## config.mk

```make
export PLATFORM = sky130hd
export DESIGN_NAME = sram_arbiter
export DESIGN_NICKNAME = d
export VERILOG_FILES = /design/src/rtl/sram_arb_pkg.sv /design/src/rtl/sram_arb_pick.sv /design/src/rtl/sram_arbiter.sv
export SDC_FILE = /design/constraint.sdc
export NUM_CORES = 1
export LEC_CHECK = 0
export ABC_AREA = 1
export ABC_CLOCK_PERIOD_IN_PS = 1600
export CAP_MARGIN = 20
export CORE_MARGIN = 3
export CORE_UTILIZATION = 39
export DETAILED_ROUTE_END_ITERATION = 10
export GPL_TIMING_DRIVEN = 0
export HOLD_SLACK_MARGIN = 0.15
export MAX_ROUTING_LAYER = met4
export PLACE_DENSITY = 0.83
export SLEW_MARGIN = 5
export SYNTH_ARGS = -nofsm -noshare
export SYNTH_HDL_FRONTEND = slang
export SYNTH_SLANG_ARGS = --single-unit
```

## constraint.sdc

```tcl
create_clock -name clk -period 1.6 [get_ports clk]
set_clock_uncertainty 0.15 [all_clocks]
set_input_delay 0.16 -clock clk [delete_from_list [all_inputs] [get_ports clk]]
set_output_delay 0.16 -clock clk [all_outputs]
set_load 0.005 [all_outputs]
```

## src/rtl/sram_arb_pkg.sv

```systemverilog
// sram_arb_pkg: shared types and constants for the board SRAM arbiter.
//   state_e          access sequencer states
//   PORT_A / PORT_B  requester indices (also the encoding of last_grant)
//   *_DEF            default geometry of the 2K x 8 SRAM and strobe length
package sram_arb_pkg;

    typedef enum logic [1:0] {
        IDLE   = 2'd0,
        SETUP  = 2'd1,
        STROBE = 2'd2,
        DONE   = 2'd3
    } state_e;

    localparam logic PORT_A = 1'b0;
    localparam logic PORT_B = 1'b1;

    localparam int ADDR_W_DEF        = 11;
    localparam int DATA_W_DEF        = 8;
    localparam int STROBE_CYCLES_DEF = 1;

endpackage

```

## src/rtl/sram_arb_pick.sv

```systemverilog
// sram_arb_pick: two-way grant selector.
//   a_req, b_req   pending requests
//   last_grant     port granted most recently (PORT_A / PORT_B)
//   grant_valid    at least one request pending
//   grant          winning port
// Build option SRAM_ARB_FIXED_PRIO_EN: port A always wins a tie and
// last_grant is ignored (B may starve). Default: round-robin on ties.
module sram_arb_pick
    import sram_arb_pkg::*;
(
    input  logic a_req,
    input  logic b_req,
    input  logic last_grant,
    output logic grant_valid,
    output logic grant
);

    assign grant_valid = a_req | b_req;

`ifdef SRAM_ARB_FIXED_PRIO_EN
    logic unused_last_grant;
    assign unused_last_grant = last_grant;
    assign grant = a_req ? PORT_A : PORT_B;
`else
    always_comb begin
        grant = PORT_A;
        if (a_req && b_req) begin
            grant = (last_grant == PORT_A) ? PORT_B : PORT_A;
        end else if (b_req) begin
            grant = PORT_B;
        end
    end
`endif

endmodule

```

## src/rtl/sram_arbiter.sv

```systemverilog
// sram_arbiter: shares the single-port board SRAM between port A (processor
// PIO) and port B (serial receive logger). Each access runs a fixed
// SETUP / STROBE / DONE sequence with registered active-low strobes.
//   clk, reset          system clock, synchronous active-low reset
//   a_*, b_*            req/ack requester ports; rdata held until next read
//   mem_*               SRAM address, data and strobes; mem_drive enables
//                       the top-level data-bus tristate
//   busy                sequencer not in IDLE
// Build option SRAM_ARB_FIXED_PRIO_EN: fixed priority to A (see sram_arb_pick).
//
// state  | meaning
// IDLE   | bus released, sample requests and grant
// SETUP  | chip select asserted, write data driven, strobes high
// STROBE | OE or WE low for STROBE_CYCLES cycles
// DONE   | strobes high, CS and write data held, ack to granted port
module sram_arbiter
    import sram_arb_pkg::*;
#(
    parameter int ADDR_W        = ADDR_W_DEF,
    parameter int DATA_W        = DATA_W_DEF,
    parameter int STROBE_CYCLES = STROBE_CYCLES_DEF
) (
    input  logic              clk,
    input  logic              reset,
    input  logic              a_req,
    input  logic              a_we,
    input  logic [ADDR_W-1:0] a_addr,
    input  logic [DATA_W-1:0] a_wdata,
    output logic              a_ack,
    output logic [DATA_W-1:0] a_rdata,
    input  logic              b_req,
    input  logic              b_we,
    input  logic [ADDR_W-1:0] b_addr,
    input  logic [DATA_W-1:0] b_wdata,
    output logic              b_ack,
    output logic [DATA_W-1:0] b_rdata,
    output logic [ADDR_W-1:0] mem_addr,
    output logic [DATA_W-1:0] mem_wdata,
    input  logic [DATA_W-1:0] mem_rdata,
    output logic              mem_drive,
    output logic              mem_cs_n,
    output logic              mem_oe_n,
    output logic              mem_we_n,
    output logic              busy
);

    localparam logic [3:0] STROBE_LOAD = 4'(STROBE_CYCLES - 1);

    state_e            state_q, state_d;
    logic [3:0]        cnt_q, cnt_d;
    logic              grant_q, grant_d;
    logic              op_we_q, op_we_d;
    logic [ADDR_W-1:0] addr_q, addr_d;
    logic [DATA_W-1:0] wdata_q, wdata_d;
    logic              cs_n_q, cs_n_d;
    logic              oe_n_q, oe_n_d;
    logic              we_n_q, we_n_d;
    logic              drive_q, drive_d;
    logic              busy_q, busy_d;
    logic              a_ack_q, a_ack_d;
    logic              b_ack_q, b_ack_d;
    logic [DATA_W-1:0] a_rdata_q, a_rdata_d;
    logic [DATA_W-1:0] b_rdata_q, b_rdata_d;
    logic              last_grant;
    logic              pick_valid;
    logic              pick_port;

`ifdef SRAM_ARB_FIXED_PRIO_EN
    assign last_grant = PORT_B;
`else
    logic last_grant_q, last_grant_d;
    assign last_grant = last_grant_q;
`endif

    sram_arb_pick u_pick (
        .a_req       (a_req),
        .b_req       (b_req),
        .last_grant  (last_grant),
        .grant_valid (pick_valid),
        .grant       (pick_port)
    );

    // Outputs are computed from the next state so every strobe is a flop
    // output that lines up with the state it belongs to.
    always_comb begin
        state_d   = state_q;
        cnt_d     = cnt_q;
        grant_d   = grant_q;
        op_we_d   = op_we_q;
        addr_d    = addr_q;
        wdata_d   = wdata_q;
        cs_n_d    = 1'b1;
        oe_n_d    = 1'b1;
        we_n_d    = 1'b1;
        drive_d   = 1'b0;
        a_ack_d   = 1'b0;
        b_ack_d   = 1'b0;
        a_rdata_d = a_rdata_q;
        b_rdata_d = b_rdata_q;
`ifndef SRAM_ARB_FIXED_PRIO_EN
        last_grant_d = last_grant_q;
`endif
        case (state_q)
            IDLE: begin
                if (pick_valid) begin
                    state_d = SETUP;
                    grant_d = pick_port;
`ifndef SRAM_ARB_FIXED_PRIO_EN
                    last_grant_d = pick_port;
`endif
                    if (pick_port == PORT_A) begin
                        op_we_d = a_we;
                        addr_d  = a_addr;
                        wdata_d = a_wdata;
                    end else begin
                        op_we_d = b_we;
                        addr_d  = b_addr;
                        wdata_d = b_wdata;
                    end
                    cs_n_d  = 1'b0;
                    drive_d = op_we_d;
                end
            end
            SETUP: begin
                state_d = STROBE;
                cnt_d   = STROBE_LOAD;
                cs_n_d  = 1'b0;
                drive_d = op_we_q;
                we_n_d  = ~op_we_q;
                oe_n_d  = op_we_q;
            end
            STROBE: begin
                cs_n_d  = 1'b0;
                drive_d = op_we_q;
                if (cnt_q == 4'd0) begin
                    // Last strobe cycle: data is sampled while OE is still low.
                    state_d = DONE;
                    a_ack_d = (grant_q == PORT_A);
                    b_ack_d = (grant_q == PORT_B);
                    if (!op_we_q) begin
                        if (grant_q == PORT_A) a_rdata_d = mem_rdata;
                        else                   b_rdata_d = mem_rdata;
                    end
                end else begin
                    cnt_d  = cnt_q - 4'd1;
                    we_n_d = ~op_we_q;
                    oe_n_d = op_we_q;
                end
            end
            DONE: begin
                state_d = IDLE;
            end
            default: begin
                state_d = IDLE;
            end
        endcase
        busy_d = (state_d != IDLE);
    end

    always_ff @(posedge clk) begin
        if (!reset) begin
            state_q   <= IDLE;
            cnt_q     <= 4'd0;
            grant_q   <= PORT_A;
            op_we_q   <= 1'b0;
            addr_q    <= '0;
            wdata_q   <= '0;
            cs_n_q    <= 1'b1;
            oe_n_q    <= 1'b1;
            we_n_q    <= 1'b1;
            drive_q   <= 1'b0;
            busy_q    <= 1'b0;
            a_ack_q   <= 1'b0;
            b_ack_q   <= 1'b0;
            a_rdata_q <= '0;
            b_rdata_q <= '0;
`ifndef SRAM_ARB_FIXED_PRIO_EN
            last_grant_q <= PORT_B;
`endif
        end else begin
            state_q   <= state_d;
            cnt_q     <= cnt_d;
            grant_q   <= grant_d;
            op_we_q   <= op_we_d;
            addr_q    <= addr_d;
            wdata_q   <= wdata_d;
            cs_n_q    <= cs_n_d;
            oe_n_q    <= oe_n_d;
            we_n_q    <= we_n_d;
            drive_q   <= drive_d;
            busy_q    <= busy_d;
            a_ack_q   <= a_ack_d;
            b_ack_q   <= b_ack_d;
            a_rdata_q <= a_rdata_d;
            b_rdata_q <= b_rdata_d;
`ifndef SRAM_ARB_FIXED_PRIO_EN
            last_grant_q <= last_grant_d;
`endif
        end
    end

    assign a_ack     = a_ack_q;
    assign b_ack     = b_ack_q;
    assign a_rdata   = a_rdata_q;
    assign b_rdata   = b_rdata_q;
    assign mem_addr  = addr_q;
    assign mem_wdata = wdata_q;
    assign mem_drive = drive_q;
    assign mem_cs_n  = cs_n_q;
    assign mem_oe_n  = oe_n_q;
    assign mem_we_n  = we_n_q;
    assign busy      = busy_q;

endmodule

```

==> results by group, run 1 <==
Clock network
  – Number of clock buffers inserted by TritonCTS: 5
  – CTS H-tree depth: 2
  – Clk sink count: roughly 50
  – Cell at the root of the clock tree: clkbuf_8
  – Worst-skew pair later-pin latency: between 0.3 and 0.4 ns
  – TritonCTS clock tree: done
  – Buffer levels on the longest clock path: 2
  – Clock transition at the register clock pins on the worst setup and hold paths after CTS: around 0.090 ns

Timing
  – Max-slew violation total from the final report: 0
  – Transition time of the tightest slew-check pin: around 0.51 ns
  – Setup repair after global routing missed its margin: yes
  – Headroom to the max-slew limit: 0.6577
  – Final min period: about 1.6 ns
  – Final setup viols: 0
  – Top achievable clock speed: 643.3 MHz
  – Tcrit/Tclk final: 0.9715
  – Final hold vios: 0

Global route
  – Maximum number of pins on one net before global-route repair: 16
  – Global-route congestion overflow total: 0
  – Wire length of the first global-routing pass: between 9 and 10 mm
  – Number of global-route vias before repair: between 2k and 2.5k
  – Initial antenna violation count: 0
  – Overall Global Routing Usage: 0.1909

Finish
  – Share of final-layout standard cells stronger than drive strength 1: 0.1273
  – Area growth, synth to finish: 55.49%
  – Layout Nets: 490
  – # diodes: 0
  – Design area: 3558 sq um

Routing
  – Remaining antenna violation count after routing: 0
  – Number of remaining DRC errors: 0
  – Vias per Instance: roughly 4.8
  – Post-DR wirelength/cell: ~13 um
  – Total via count after detailed routing: between 2k and 2.5k
  – Violation count after the first detailed-route iteration: approximately 140
  – Final routed wirelength across all metal layers: approximately 6.4 mm
  – First-pass DRT Iterations: 4

Critical path
  – Data required time at the worst endpoint: roughly 1.6 ns
  – Top fanout value on the critical path: 10
  – Number of cells on the worst reg-to-reg path: 9
  – Worst Setup End Kind: register
  – Top cell family by delay on the critical path: buffers and inverters
  – Worst path bufs/invs: 5
  – Worst path max stage delay: about 0.35 ns
  – Dominant cell type by count on the critical path: buf_4
  – Sequence of cells on the critical path: inv_4 -> buf_4 -> ha_4 -> inv_2 -> nor2_4 -> buf_4 -> inv_1 -> nand2_1 -> a21oi_2
  – CP max stage cell: dfxtp_2
  – Critical path launch point type: register
  – CP Data Arrival Time: 1.59 ns
  – Number of stages on the worst setup path: 9
  – Kind of critical path: register to register

Synth
  – Number of warnings printed during yosys synthesis: 0
  – Number of storage elements in the synthesis netlist: 51
  – Dominant combinational cell family by area after synthesis: simple AND/OR/NAND/NOR gates
  – Post-synth net total: 385
  – Synthesized-area fraction occupied by ao, oa, aoi and oai cells: 0.1274
  – Adder and majority gate portion of the synthesized area: 0.03827
  – Count of distinct cell types in the synthesized netlist: 23
  – Multiplexer share of the synthesized area: 0
  – Post-synthesis share of cell area spent on xor and xnor gates: 0
  – Synthesized area: about 2300 sq um
  – Post-synthesis sequential area ratio: 0.4461
  – Post-Synth Simple-Gate Area: 0.2799
  – Mapped Avg Cell Area: around 7 sq um
  – Number of instances in the synthesized netlist: 326

Run status
  – Run status: completed

Floorplan
  – Core area: 5608 sq um
  – Effective utilization at floorplan: 0.4081
  – Total number of placement rows: 27
  – Height of the die: just over 80 um
  – Die outline width: between 80 and 90 um
  – Count of boundary I/O pins: between 90 and 100
  – Total Die Area: between 6000 and 7000 sq um

Power and ir drop
  – VDD IR max: ~810 uV
  – Total power consumption of the routed design: 5220 uW
  – Pwr Density: ~1500 nW/um^2
  – Leak Pwr: 0.001571 uW

Place
  – IO buf count: 93
  – Post-DP HPWL: 4.619 mm
  – Final weighted congestion in routability-driven placement: around 0.83
  – Area of placed instances: about 3300 sq um

Min path
  – Hold WC Path Type: input pin to register
  – Min-Delay Path Depth: 3

Flow run
  – Reported max-cap violation count: 0
-- area by class of cell --
class,instances,area [sq um]
clock buffers,5,68.82
multi-input cells,216,1125
fillers,524,2049
inverters,44,170.2
clock inverters,3,15.01
repair buffers,100,983.4
plain buffers,13,80.08
well taps,72,90.09
flip-flops and latches,51,1026
-- worst min-delay path, cell delays in order --
cell and delay (ns):
clkdlybuf4s50_1 0.39, nand2_1 0.06, a21oi_1 0.05
-- worst paths after layout --
path	start	end	slack, ns
worst max-delay path	state_q[0]	op_we_q	0.05
worst min-delay path	a_addr[1]	mem_addr[1]	0.25
worst min register to register	b_rdata[2]	b_rdata[2]	0.32
worst max register to register	state_q[0]	op_we_q	0.05
-- stage by stage --
step | worst slack [ns] | hold WS, ns | std cells | util | TNS, ns
3_3_place_gp | -0.1434 | 0.3003 | 491 | 0.5906 | -2.643
3_5_place_dp | -0.1707 | 0.3073 | 491 | 0.5906 | -3.764
5_1_grt | -0.04738 | 0.2497 | 504 | 0.6345 | -0.5398
6_report | 0.04557 | 0.2533 | 504 | 0.6345 | 0
2_1_floorplan | 0.01622 | 0.1459 | 326 | - | 0
4_1_cts | 0.005169 | 0.2509 | 502 | 0.6162 | 0
-- Yosys cell counts --
| cell type | n | share of area |
|---|---|---|
| a21oi_1 | 32 | 0.070 |
| a22oi_1 | 1 | 0.0033 |
| a31oi_1 | 1 | 0.0027 |
| buf_1 | 2 | 0.0033 |
| buf_2 | 7 | 0.015 |
| buf_6 | 2 | 0.0098 |
| clkbuf_1 | 4 | 0.0066 |
| dfxtp_1 | 51 | 0.45 |
| ha_1 | 7 | 0.038 |
| inv_1 | 40 | 0.066 |
| inv_2 | 3 | 0.0049 |
| inv_4 | 1 | 0.0027 |
| nand2_1 | 91 | 0.15 |
| nand2_2 | 2 | 0.0055 |
| nand3_1 | 21 | 0.046 |
| nand4_1 | 3 | 0.0082 |
| nor2_1 | 29 | 0.048 |
| nor2_4 | 2 | 0.0098 |
| nor3_1 | 3 | 0.0066 |
| nor3_4 | 1 | 0.0071 |
| o21ai_0 | 21 | 0.046 |
| o21ai_1 | 1 | 0.0022 |
| o21bai_1 | 1 | 0.0033 |
-- cells in the final DEF, fill, tap and decap left out, types with 2 or more instances in the layout --
cell type,synthesis,final
clkdlybuf4s50_1,0,93
nand2_1,91,89
dfxtp_1,51,47
inv_1,40,37
a21oi_1,32,29
nor2_1,29,27
o21ai_0,21,20
nand3_1,21,16
buf_4,0,8
inv_2,3,5
nand3_2,0,5
clkbuf_8,0,5
buf_2,7,4
ha_1,7,4
dfxtp_2,0,4
nand2_2,2,3
nor3_1,3,3
nand4_1,3,3
nor2_4,2,3
clkbuf_1,4,3
a21oi_2,0,3
ha_4,0,3
clkinv_2,0,3
inv_4,1,2
buf_1,2,2
-- kinds of logic (layout without fill, tap and decap cells) --
kind of cell | count (synthesis) | in the layout
AND/OR/NAND/NOR | 152 | 152
AO/OA/AOI/OAI | 57 | 57
buffers and inverters | 59 | 165
flip-flops | 51 | 51
adder cells (fa/ha/maj) | 7 | 7
-- layer usage --
layer  wire, um  share of wire  vias up  global-route usage
met2       3057           0.48      102              0.3381
met5          0              0        -                   -
met1       2610           0.41     1083              0.2109
met3        591          0.093       12             0.05640
met4         97          0.015        0             0.04412
li1           -              -     1230                   -
-- registers in the layout (all words and copies together) (netlist names), 2 cells and up --
signal and cells:
mem_addr 11, a_rdata 8, b_rdata 8, mem_wdata 8
cnt_q 4, state_q 2
-- power breakdown --
| group | total [uW] | internal (uW) | switching [uW] |
|---|---|---|---|
| logic | 2620 | 1310 | 1310 |
| clock network | 729 | 300 | 428 |
| registers | 1870 | 1650 | 223 |
-- timing repair --
item / in CTS / in global routing
endpoints found under the setup margin: 48 / 48
setup buffers: 4 / 3
hold buffers: 0 / 0
gates resized for setup: 11 / 24
pin swaps: 0 / 5
No activity file was read; power rests on OpenSTA's default activity.
==> run 2, diff against run 1 <==
MAX_ROUTING_LAYER = unset   (was met4)
==> run 2 against run 1 <==
Final cell count stayed put. Sequential share of layout area stayed put. Routed wire length grew 0.58%. Largest power group unchanged. Via count shrank 0.54%. Global-route usage shrank 0.52 points. Worst setup slack improved by 0.0012 ns. Design area unchanged. Highest routed layer unchanged.
==> results by group, run 2 (synthesis gave the netlist of run 1 again) <==
Critical path
  – Worst path max stage delay: 0.37 ns
  – Top cell family by delay on the critical path: buffers and inverters
  – CP Data Arrival Time: around 1.7 ns
  – Worst Setup End Kind: register
  – Top fanout value on the critical path: 10
  – Kind of critical path: register to register
  – Data required time at the worst endpoint: approximately 1.7 ns
  – Critical path launch point type: register
  – CP max stage cell: dfxtp_2
  – Internal reg-to-reg setup slack: 0.05 ns
  – Sequence of cells on the critical path: inv_4 -> buf_4 -> ha_4 -> inv_2 -> nor2_4 -> buf_4 -> inv_1 -> nand2_1 -> a21oi_2
  – Worst path bufs/invs: 5
  – Dominant cell type by count on the critical path: buf_4

Routing
  – First-pass DRT Iterations: 6
  – Violation count after the first detailed-route iteration: 122
  – Total via count after detailed routing: 2,414
  – Post-DR wirelength/cell: about 13 um
  – Final routed wirelength across all metal layers: ~6.4 mm
  – Vias per Instance: 4.790
  – Number of remaining DRC errors: 0
  – Remaining antenna violation count after routing: 0

Timing
  – Max-slew violation total from the final report: 0
  – Tcrit/Tclk final: 0.9707
  – Headroom to the max-slew limit: 0.6622
  – Setup repair after global routing missed its margin: yes
  – Final worst slack: ~0.047 ns
  – Top achievable clock speed: roughly 640 MHz
  – Transition time of the tightest slew-check pin: a little over 0.5 ns
  – Final hold vios: 0
  – Final setup viols: 0
  – Final min period: 1.553 ns

Finish
  – Share of final-layout standard cells stronger than drive strength 1: 0.1273
  – # diodes: 0
  – Area growth, synth to finish: 55.49%
  – Design area: around 3600 sq um
  – Commonest non-fill, non-tap cell in the layout: clkdlybuf4s50_1
  – Max reg flops: 11
  – Count of fill cells added during filler insertion: between 500 and 600
  – Top library cells by usage in the layout, fill and taps aside: 93 x clkdlybuf4s50_1, 89 x nand2_1, 47 x dfxtp_1, 37 x inv_1, 29 x a21oi_1
  – Util after Layout: 0.6345
  – Layout Nets: slightly below 500

Place
  – Post-DP HPWL: ~4.6 mm
  – Area of placed instances: ~3300 sq um
  – Post-placement setup slack: -0.1707 ns
  – Final weighted congestion in routability-driven placement: around 0.8
  – IO buf count: slightly above 90

Floorplan
  – Effective utilization at floorplan: 0.4081
  – Total number of placement rows: 27
  – Die outline width: a little over 80 um
  – Height of the die: roughly 83 um
  – Count of boundary I/O pins: between 90 and 100
  – Core area: 5608 sq um
  – Total Die Area: roughly 6800 sq um

Power and ir drop
  – Pwr Density: around 1500 nW/um^2
  – Leak Pwr: ~0.0016 uW
  – VDD IR max: 803.9 uV

Min path
  – Hold WC Path Type: input pin to register

Clock network
  – Number of clock buffers inserted by TritonCTS: 5
  – Buffer levels on the longest clock path: 2
  – Clock transition at the register clock pins on the worst setup and hold paths after CTS: approximately 0.090 ns
  – CTS H-tree depth: 2
  – Clk sink count: 51
  – TritonCTS clock tree: done
  – Cell at the root of the clock tree: clkbuf_8
  – Worst-skew pair later-pin latency: 0.31 ns

Global route
  – Maximum number of pins on one net before global-route repair: 16
  – Wire length of the first global-routing pass: a little under 10 mm
  – Global-route congestion overflow total: 0
  – Initial antenna violation count: 0
  – Number of global-route vias before repair: roughly 2.4k
  – Overall Global Routing Usage: 0.1857

Run status
  – Run status: completed

Flow run
  – Reported max-cap violation count: 0
## run 2: where the power goes
part	internal [uW]	switching [uW]	total (uW)
clock	300	430	730
combinational	1310	1310	2620
sequential	1650	224	1870
## run 2: repair_timing
item                                    CTS  global route
resized for setup                        11            24
setup buffers                             4             3
pin swaps                                 0             5
endpoints found under the hold margin     0             0
hold buffers                              0             0
endpoints found under the setup margin   48            48
## run 2: layout make-up
cell class | instances | area (sq um) | share of cell area
well taps | 72 | 90.09 | 0.02532
plain buffers | 13 | 80.08 | 0.02250
repair buffers | 100 | 983.4 | 0.2764
flip-flops and latches | 51 | 1026 | 0.2883
inverters | 44 | 170.2 | 0.04782
clock buffers | 5 | 68.82 | 0.01934
multi-input cells | 216 | 1125 | 0.3161
clock inverters | 3 | 15.01 | 0.004219
## run 2: tightest hold or removal path, delay by kind of cell
family / cells / cell delay, ns
buffers and inverters: 1 / 0.39
AO/OA/AOI/OAI: 1 / 0.05
AND/OR/NAND/NOR: 1 / 0.06
## run 2: worst paths after layout
check | depth (start not counted) | start | endpoint
setup reg to reg | 9 | state_q[0] | op_we_q
setup / recovery | 9 | state_q[0] | op_we_q
hold reg to reg | 2 | b_rdata[2] | b_rdata[2]
hold / removal | 3 | a_addr[1] | mem_addr[1]
## run 2: stage by stage
step	hold WS, ns	setup TNS, ns	instances	power (uW)
floorplan	0.1459	0	326	3121
global placement	0.3003	-2.643	491	4075
detailed placement	0.3073	-3.764	491	4155
CTS	0.2509	0	502	5027
global route	0.2497	-0.5398	504	5629
finish	0.2540	0	504	5225
## run 2: routing by layer
layer / vias up / wire [um] / GRT usage
met5: - / 0 / 0
met4: 0 / 89 / 0.04412
met3: 8 / 653 / 0.07267
met2: 100 / 3066 / 0.3381
met1: 1077 / 2584 / 0.2009
li1: 1229 / - / -
